[src/rtl/con_bridge_pkg.sv]
// Shared types and byte codes for the console/debug memory bridge.
package con_bridge_pkg;

   typedef enum logic [3:0] {
      StIdle,
      StAddrHi,
      StAddrLo,
      StWdata,
      StWrite,
      StAck,
      StRlen,
      StRwait,
      StRsend,
      StNak
   } state_e;

   localparam logic [7:0] CMD_WRITE = 8'h57;
   localparam logic [7:0] CMD_READ  = 8'h52;
   localparam logic [7:0] RSP_ACK   = 8'h4B;
   localparam logic [7:0] RSP_NAK   = 8'h3F;

   function automatic logic is_cmd(input logic [7:0] b);
      return (b == CMD_WRITE) || (b == CMD_READ);
   endfunction

endpackage

[src/rtl/con_bridge_txbuf.sv]
// Response byte buffer: holds one word (or a single byte in the top lane) and
// shifts it out MSB first over a valid/ready handshake.
module con_bridge_txbuf (
   input  logic        CLK,
   input  logic        nrst,
   input  logic        load_i,
   input  logic        four_i,
   input  logic [31:0] word_i,
   input  logic        ready_i,
   output logic        valid_o,
   output logic [7:0]  data_o,
   output logic        last_o
);

   logic [31:0] sr_q;
   logic [2:0]  cnt_q;

   // The controller only loads while the buffer is drained.
   always_ff @(posedge CLK) begin
      if (!nrst) begin
         sr_q  <= '0;
         cnt_q <= '0;
      end else if (load_i) begin
         sr_q  <= word_i;
         cnt_q <= four_i ? 3'd4 : 3'd1;
      end else if (valid_o && ready_i) begin
         sr_q  <= {sr_q[23:0], 8'h00};
         cnt_q <= cnt_q - 3'd1;
      end
   end

   assign valid_o = (cnt_q != 3'd0);
   assign data_o  = sr_q[31:24];
   assign last_o  = (cnt_q == 3'd1);

endmodule

[src/rtl/con_bridge.sv]
// Host byte-stream to BLOCKMEM console port bridge: word writes, burst reads,
// ACK/NAK responses, and an inter-byte timeout for abandoned commands.
module con_bridge
   import con_bridge_pkg::*;
#(
   parameter int unsigned ADDR_W   = 10,
   parameter int unsigned READ_LAT = 1,
   parameter int unsigned TIMEOUT  = 65535
) (
   input  logic              CLK,
   input  logic              nrst,
   input  logic              in_valid,
   input  logic [7:0]        in_data,
   output logic              in_ready,
   output logic              out_valid,
   output logic [7:0]        out_data,
   input  logic              out_ready,
   output logic [3:0]        con_write,
   output logic [ADDR_W-1:0] con_addr,
   output logic [31:0]       con_in,
   input  logic [31:0]       con_out,
   output logic              busy
);

   localparam logic [1:0]  LatW = 2'(READ_LAT);
   localparam logic [15:0] TmoW = 16'(TIMEOUT);

   state_e            state_q;
   logic [7:0]        hi_q;
   logic [7:0]        rem_q;
   logic [23:0]       wbuf_q;
   logic [1:0]        bcnt_q;
   logic [1:0]        wait_q;
   logic              is_wr_q;
   logic [ADDR_W-1:0] addr_q;
   logic [15:0]       tmo_q;
   logic [3:0]        con_write_q;
   logic [ADDR_W-1:0] con_addr_q;
   logic [31:0]       con_in_q;

   logic        in_acc, rx_wait, tmo_hit;
   logic        tx_load, tx_four, tx_acc, tx_last;
   logic [31:0] tx_word;

   assign in_ready = (state_q == StIdle) || (state_q == StAddrHi) || (state_q == StAddrLo) ||
                     (state_q == StWdata) || (state_q == StRlen);
   assign in_acc   = in_valid && in_ready;
   assign rx_wait  = in_ready && (state_q != StIdle);
   assign tmo_hit  = rx_wait && (tmo_q == TmoW);
   assign tx_acc   = out_valid && out_ready;
   assign busy     = (state_q != StIdle);

   assign con_write = con_write_q;
   assign con_addr  = con_addr_q;
   assign con_in    = con_in_q;

   always_comb begin
      tx_load = 1'b0;
      tx_four = 1'b0;
      tx_word = '0;
      if (state_q == StIdle && in_acc && !is_cmd(in_data)) begin
         tx_load = 1'b1;
         tx_word = {RSP_NAK, 24'h0};
      end else if (state_q == StWrite) begin
         tx_load = 1'b1;
         tx_word = {RSP_ACK, 24'h0};
      end else if (state_q == StRwait && wait_q == LatW) begin
         tx_load = 1'b1;
         tx_four = 1'b1;
         tx_word = con_out;
      end
   end

   always_ff @(posedge CLK) begin
      if (!nrst) begin
         state_q     <= StIdle;
         hi_q        <= '0;
         rem_q       <= '0;
         wbuf_q      <= '0;
         bcnt_q      <= '0;
         wait_q      <= '0;
         is_wr_q     <= 1'b0;
         addr_q      <= '0;
         tmo_q       <= '0;
         con_write_q <= '0;
         con_addr_q  <= '0;
         con_in_q    <= '0;
      end else begin
         con_write_q <= 4'h0;
         tmo_q <= (in_acc || !rx_wait || tmo_hit) ? 16'd0 : tmo_q + 16'd1;
         unique case (state_q)
            StIdle: begin
               if (in_acc) begin
                  is_wr_q <= (in_data == CMD_WRITE);
                  state_q <= is_cmd(in_data) ? StAddrHi : StNak;
               end
            end
            StAddrHi: begin
               if (in_acc) begin
                  hi_q    <= in_data;
                  state_q <= StAddrLo;
               end else if (tmo_hit) begin
                  state_q <= StIdle;
               end
            end
            StAddrLo: begin
               if (in_acc) begin
                  addr_q  <= ADDR_W'({hi_q, in_data});
                  bcnt_q  <= 2'd0;
                  state_q <= is_wr_q ? StWdata : StRlen;
               end else if (tmo_hit) begin
                  state_q <= StIdle;
               end
            end
            StWdata: begin
               if (in_acc) begin
                  wbuf_q <= {wbuf_q[15:0], in_data};
                  bcnt_q <= bcnt_q + 2'd1;
                  if (bcnt_q == 2'd3) begin
                     con_write_q <= 4'hF;
                     con_addr_q  <= addr_q;
                     con_in_q    <= {wbuf_q, in_data};
                     state_q     <= StWrite;
                  end
               end else if (tmo_hit) begin
                  state_q <= StIdle;
               end
            end
            StWrite: state_q <= StAck;
            StAck, StNak: begin
               if (tx_acc) state_q <= StIdle;
            end
            StRlen: begin
               if (in_acc) begin
                  rem_q      <= in_data;
                  wait_q     <= 2'd0;
                  con_addr_q <= addr_q;
                  state_q    <= StRwait;
               end else if (tmo_hit) begin
                  state_q <= StIdle;
               end
            end
            // Capture happens in the cycle where wait_q reaches the read latency.
            StRwait: begin
               if (wait_q == LatW) state_q <= StRsend;
               else                wait_q  <= wait_q + 2'd1;
            end
            StRsend: begin
               if (tx_acc && tx_last) begin
                  if (rem_q == 8'd0) begin
                     state_q <= StIdle;
                  end else begin
                     rem_q      <= rem_q - 8'd1;
                     addr_q     <= addr_q + ADDR_W'(1);
                     con_addr_q <= addr_q + ADDR_W'(1);
                     wait_q     <= 2'd0;
                     state_q    <= StRwait;
                  end
               end
            end
            default: state_q <= StIdle;
         endcase
      end
   end

   con_bridge_txbuf u_txbuf (
      .CLK     (CLK),
      .nrst    (nrst),
      .load_i  (tx_load),
      .four_i  (tx_four),
      .word_i  (tx_word),
      .ready_i (out_ready),
      .valid_o (out_valid),
      .data_o  (out_data),
      .last_o  (tx_last)
   );

endmodule

[config.mk]
export PLATFORM = sky130hd
export DESIGN_NAME = con_bridge
export DESIGN_NICKNAME = d
export VERILOG_FILES = /design/src/rtl/con_bridge_pkg.sv /design/src/rtl/con_bridge_txbuf.sv /design/src/rtl/con_bridge.sv
export SDC_FILE = /design/constraint.sdc
export NUM_CORES = 1
export LEC_CHECK = 0
export BUFFER_PORTS_ARGS = -buffer_cell sky130_fd_sc_hd__clkbuf_2
export CAP_MARGIN = 20
export CORE_MARGIN = 2
export CORE_UTILIZATION = 38
export DETAILED_ROUTE_END_ITERATION = 8
export HOLD_SLACK_MARGIN = 0.1
export PLACE_DENSITY = 0.54
export SLEW_MARGIN = 15
export SYNTH_ARGS = -nofsm -noshare
export SYNTH_HDL_FRONTEND = slang
export SYNTH_SLANG_ARGS = --single-unit
[constraint.sdc]
create_clock -name CLK -period 2.7 [get_ports CLK]
set_clock_uncertainty 0.2 [all_clocks]
set_input_delay 0 -clock CLK [delete_from_list [all_inputs] [get_ports CLK]]
set_output_delay 0 -clock CLK [all_outputs]
set_load 0.01 [all_outputs]
After elaboration in Yosys (flattened, before gate mapping)
Index checks and enable logic that the tools add are counted.
Cells by class
  $add $sub $neg: 6
  equality and inequality tests: 26
  multiplexer cells: 47
  bitwise gates (word level): 1
  reductions and logical operators: 40
Operator list (count)
  $mux W32: 5
  $mux W10: 6
  $mux W4: 12
  $pmux W4 S9: 1
  $pmux W10 S3: 1
  $mux W8: 3
  $pmux W10 S2: 1
  $add A16 B1 Y16 const B: 1
  $eq A16 B16 Y1 const B: 1
  $eq A4 B3 Y1 const B: 4
  $eq A8 B7 Y1 const B: 2
  $ne A2 B2 Y1 const B: 8
  $pmux W8 S2: 1
  $mux W3: 5
  $add A10 B1 Y10 const B: 1
  $mux W2: 5
  $reduce_and A5 Y1: 2
  $reduce_and A3 Y1: 3
  $reduce_bool A3 Y1: 3
  $eq A4 B2 Y1 const B: 2
  $eq A4 B4 Y1 const B: 2
  $logic_and A1 B1 Y1: 8
  $logic_not A8 Y1: 1
  $reduce_and A4 Y1: 2
  other kinds (21): 40
Storage, ports and cells
  bits in registers: 150
  bits of input ports: 44
  output and inout port bits: 57
  logic and storage cells: 134

Depth between registers and ports, before layout
  depth after elaboration: 11
  mapped depth: 9
  gate-level depth less buffers: 7

Modules after synthesis
Synthesis repeated with hierarchy kept, for this count alone.
Second synthesis, totals
  cell total of the unflattened synthesis: 895
  area, all modules: 7140.6 um2
By module, submodules not included
  con_bridge: instances 1, cells each 681, area each 5246.3 um2, sequential area each 2242.2 um2
  con_bridge_txbuf: instances 1, cells each 214, area each 1894.3 um2, sequential area each 700.7 um2

Worst setup path after synthesis
Ideal clock, no wire load.
  kind: reg2reg
  start point: reg u_txbuf.cnt_q[0]
  end point: reg state_q[2]
  setup time: 0.117 ns
  arrival time: 1.902 ns
  required time: 2.383 ns
  path slack: 0.482 ns
  stages on the path, launching flop included: 9
  buffers on the path: 1
  clock period less this slack: 2.218 ns
  cells stage by stage: dfxtp_1 > inv_1 > ha_1 > nor4bb_1 > buf_2 > nor2_1 > a2111o_1 > and2_1 > a22o_1
On the way
  longest elaborated chain between the ends: 5
  elaborated cells between the ends (all ways): 7
  those cells by class: eq/ne (3); reduce/logical (4)
RTL lines
  start: declaration: line con_bridge_txbuf.sv:16  | logic [2:0] cnt_q;
  start signal: assignment: line con_bridge_txbuf.sv:25  | cnt_q <= four_i ? 3'd4 : 3'd1;
  start signal: assignment: line con_bridge_txbuf.sv:28  | cnt_q <= cnt_q - 3'd1;
  $reduce_bool A3 Y1: line con_bridge_txbuf.sv:32  | assign valid_o = (cnt_q != 3'd0);
  $logic_and A1 B1 Y1: line con_bridge.sv:50  | assign tx_acc = out_valid && out_ready;
  $logic_and A1 B1 Y1: line con_bridge.sv:149  | if (tx_acc && tx_last) begin
  $ne A2 B2 Y1 (no line)
  $reduce_and A5 Y1 (no line) *
  end signal: assignment: line con_bridge.sv:145  | if (wait_q == LatW) state_q <= StRsend;
  end signal: assignment: line con_bridge.sv:151  | state_q <= StIdle;
  end signal: assignment: line con_bridge.sv:157  | state_q <= StRwait;
  end: declaration: line con_bridge.sv:28  | state_e state_q;
Mark *: on every way between the ends. The rest lies on a longest branch, timed or not.
A chain may end at the register's enable or synchronous reset.

Worst setup path after layout
  start point: reg state_q[2]
  end point: reg con_in_q[2], in the netlist con_in[2]
On the way
  longest elaborated chain between the ends: 7
  elaborated cells between the ends (all ways): 11
  those cells by class: eq/ne (4); reduce/logical (7)
RTL lines
  start signal: assignment: line con_bridge.sv:76  | state_q <= StIdle;
  start signal: assignment: line con_bridge.sv:95  | state_q <= is_cmd(in_data) ? StAddrHi : StNak;
  start signal: assignment: line con_bridge.sv:101  | state_q <= StAddrLo;
  $eq A4 B1 Y1 or $logic_not A4 Y1 (tied branches): line con_bridge.sv:45  | assign in_ready = (state_q == StIdle) || (state_q == StAddrHi) || (state_q == StAddrLo) ||
  $logic_or A1 B1 Y1 (3 in a row): line con_bridge.sv:45
  $logic_or A1 B1 Y1: line con_bridge.sv:46  | (state_q == StWdata) || (state_q == StRlen);
  $logic_and A1 B1 Y1: line con_bridge.sv:47  | assign in_acc = in_valid && in_ready;
  $reduce_and A3 Y1 (no line) *
  end signal: assignment: line con_bridge.sv:122  | con_in_q <= {wbuf_q, in_data};
  end: declaration: line con_bridge.sv:39  | logic [31:0] con_in_q;
Marked as above.

==> impl_metrics.toml <==
[setup_path]
r2r-start = "state_q[2]"
crit_type = "reg -> reg"
rr_worst_depth = 7
startpoint_type = "flip-flop"
cp.required_ps = 2850
cp_slowest_stage_delay_ps = 570
reg2reg_slack_ps = 280
worstPathCellList = "nor3b_4 > nand3_1 > nor2_2 > buf_4 > nand2_1 > a21boi_0 > dlygate4sd3_1"
cp.arrival_ps = 2570
worstReg2RegEnd = "con_in[2]"
crit_path_top_delay_cell = "dlygate4sd3_1"
crit_fanout = 32
end_kind = "flip-flop"

[synthesis]
async_flop_share_pct = 0
synth.top_cell.area_share_pct = 41.8
synthTopCellsByArea = "dfxtp_1, nand2_1, a21boi_0, o211a_1, nor2_1"
synth_seq_cells = 147
yosysSeqAreaShare_pct = 41.8
synth_ff_type = "dfxtp_1"
yosysTopAreaCell = "dfxtp_1"
synth_commonest_cells = "nand2_1, dfxtp_1, nor2_1"
synth.most_common_cell = "nand2_1"
synth_edf_count = 0
syn-num-nets = 893
synth.distinct_cells = 70
synthesis.area_um2 = 7040
synth_warnings = 0
synthCells = 841
avgSynthCellArea_um2 = 8.37

[grt]
grt_pass1_vias = 5872
grt_max_degree = 77
antenna_found_initial = 0
overflow = 0
grt_pass1_wl_um = 29900
grt_usage_pct = 18.7

[pwr]
powerDensity_nw_per_um2 = 804
ir_drop_uv = 516
p_leak_nw = 3.68
power_mw = 7.02

[detailed_routing]
initialDrtViolationCount = 328
wirelength_um = 17800
wl_met1_um = 8910
vias = 6127
met3_length_um = 672
post-route-drc-count = 12
wl_per_cell_um = 14.9
top_layer = "met4"
wl_met2_um = 7970
viasPerCell = 5.11
first_pass_iters = 9
ant_nets = 0

[floorplan]
die-width_um = 140
core_um2 = 18100
die-area_um2 = 19600
rows = 49
fp.dieH_um = 140
ioPinCount = 101
initial_core_util_pct = 38.9

[clock_network]
clk_path_buf_depth = 2
clock_latency_ps = 420
root_buffer = "clkbuf_16"
htree_levels = 4
cts_num_sinks = 147
numCtsBuffers = 17
clk_pin_slew_ps = 60
cts_tree = "built"

[final_layout]
final_cell_area_um2 = 8730
fin_nets = 1013
antenna_cells = 0
syn_to_final_growth_pct = 24.0
multi_input_area_um2 = 3710
drive_above_1_share_pct = 20.0
nFillCells = 1754
final-seq-area_um2 = 2940

[place]
gp_congestion = 0.860
place_area_um2 = 7700
numPortBuffers = 100
dpl.hpwl_um = 11700

[timing]
fmax_mhz = 414
finalSetupTns_ps = 0
final_max_slew_viol_count = 0
grt_setup_unrepaired = "false"
period_needed_ps = 2420
hold_viol_final = 0
finalSetupViolations = 0
worst_pin_slew_ps = 545
relSlewSlack_pct = 63.4
hold_ws_ps = 156
finalCritPeriodShare_pct = 89.5

[worst_hold_path]
hp-start = "con_out[0]"
holdPathStages = 4
hold_path.class = "in -> reg"
holdPathEnd = "u_txbuf.sr_q[0]"

[outcome]
violations = "design-rule violations"
status = "finished, violations left"

[flow_run]
cap_violations = 0
-- worst max-delay path: cells and delay by family (launching register included) --
| kind | cells | cell delay, ps |
|---|---|---|
| buf+inv | 2 | 910 |
| simple gates | 4 | 660 |
| compound gates | 1 | 140 |
| flops | 1 | 440 |
-- registers in the layout (all words and copies together) (netlist names) --
signal / flops
addr_q: 10
hi_q: 2
is_wr_q: 1
u_txbuf.cnt_q: 3
con_addr: 10
rem_q: 8
state_q: 4
wbuf_q: 24
tmo_q: 16
bcnt_q: 2
con_write: 1
con_in: 32
wait_q: 2
u_txbuf.sr_q: 32
-- worst max path at each step --
stage	start	to	slack, ps	cells past startpoint
after floorplan	u_txbuf.cnt_q[0]	state_q[2]	480	8
after global placement	u_txbuf.cnt_q[0]	state_q[2]	380	8
after detailed placement	u_txbuf.cnt_q[0]	state_q[2]	340	8
after CTS	state_q[3]	con_in[2]	160	7
after global routing	state_q[2]	con_in[2]	70	7
final	state_q[2]	con_in[2]	280	7
-- layer usage --
layer,up-vias,track usage [%]
met2,121,28.8
met3,22,3.69
met1,2811,25.8
li1,3173,-
met4,0,7.23
met5,-,0
-- kinds of logic (layout without fill, tap and decap cells) --
family | after synthesis | after routing | share of synthesized area [%]
and+or+nand+nor | 346 | 346 | 22.9
DFF | 147 | 147 | 41.8
buffers and inverters | 83 | 212 | 5.65
AOI/OAI and AO/OA | 227 | 227 | 24.4
xor gates and xnor gates | 24 | 24 | 2.99
muxes | 6 | 6 | 0.853
adders and majority gates | 8 | 8 | 1.42
-- cell usage in the layout, fill, tap and decap left out, types with 13 or more instances in the layout --
cell	count
a22o_1	19
nand2_1	173
or2_2	18
dfxtp_1	147
clkbuf_2	99
buf_4	29
clkbuf_16	17
o21ai_0	32
nand3_1	28
dlygate4sd3_1	44
o211a_1	30
xnor2_1	13
nor2_1	60
a21oi_1	29
a21boi_0	58
-- report_power, final --
group | total (mW) | internal [mW] | switching, mW
clock | 2.35 | 1.45 | 0.901
sequential | 2.66 | 2.43 | 0.231
combinational | 2.00 | 0.951 | 1.05
-- what timing repair did --
action | in CTS | in global routing
hold buffers | 44 | 0
buffers inserted | 0 | 2
endpoints found under the setup margin | 0 | 1
resized for setup | 0 | 0
endpoints found under the hold margin | 135 | 0
-- metrics by stage --
step / utilization, % / worst slack, ps / cells
2_1_floorplan: - / 482 / 841
3_3_place_gp: 42.6 / 378 / 1125
3_5_place_dp: 42.6 / 337 / 1125
4_1_cts: 48.2 / 159 / 1197
5_1_grt: 48.3 / 73.8 / 1199
6_report: 48.3 / 283 / 1199
-- final cells by class --
cell class              count  share of cell area, %
clock buffers              18                   5.03
inverters                  11                  0.473
repair buffers            173                   13.4
well taps                 229                   3.28
multi-input cells         611                   42.5
clock inverters            10                   1.58
flip-flops and latches    147                   33.7
(Power assumes the default switching activity.)
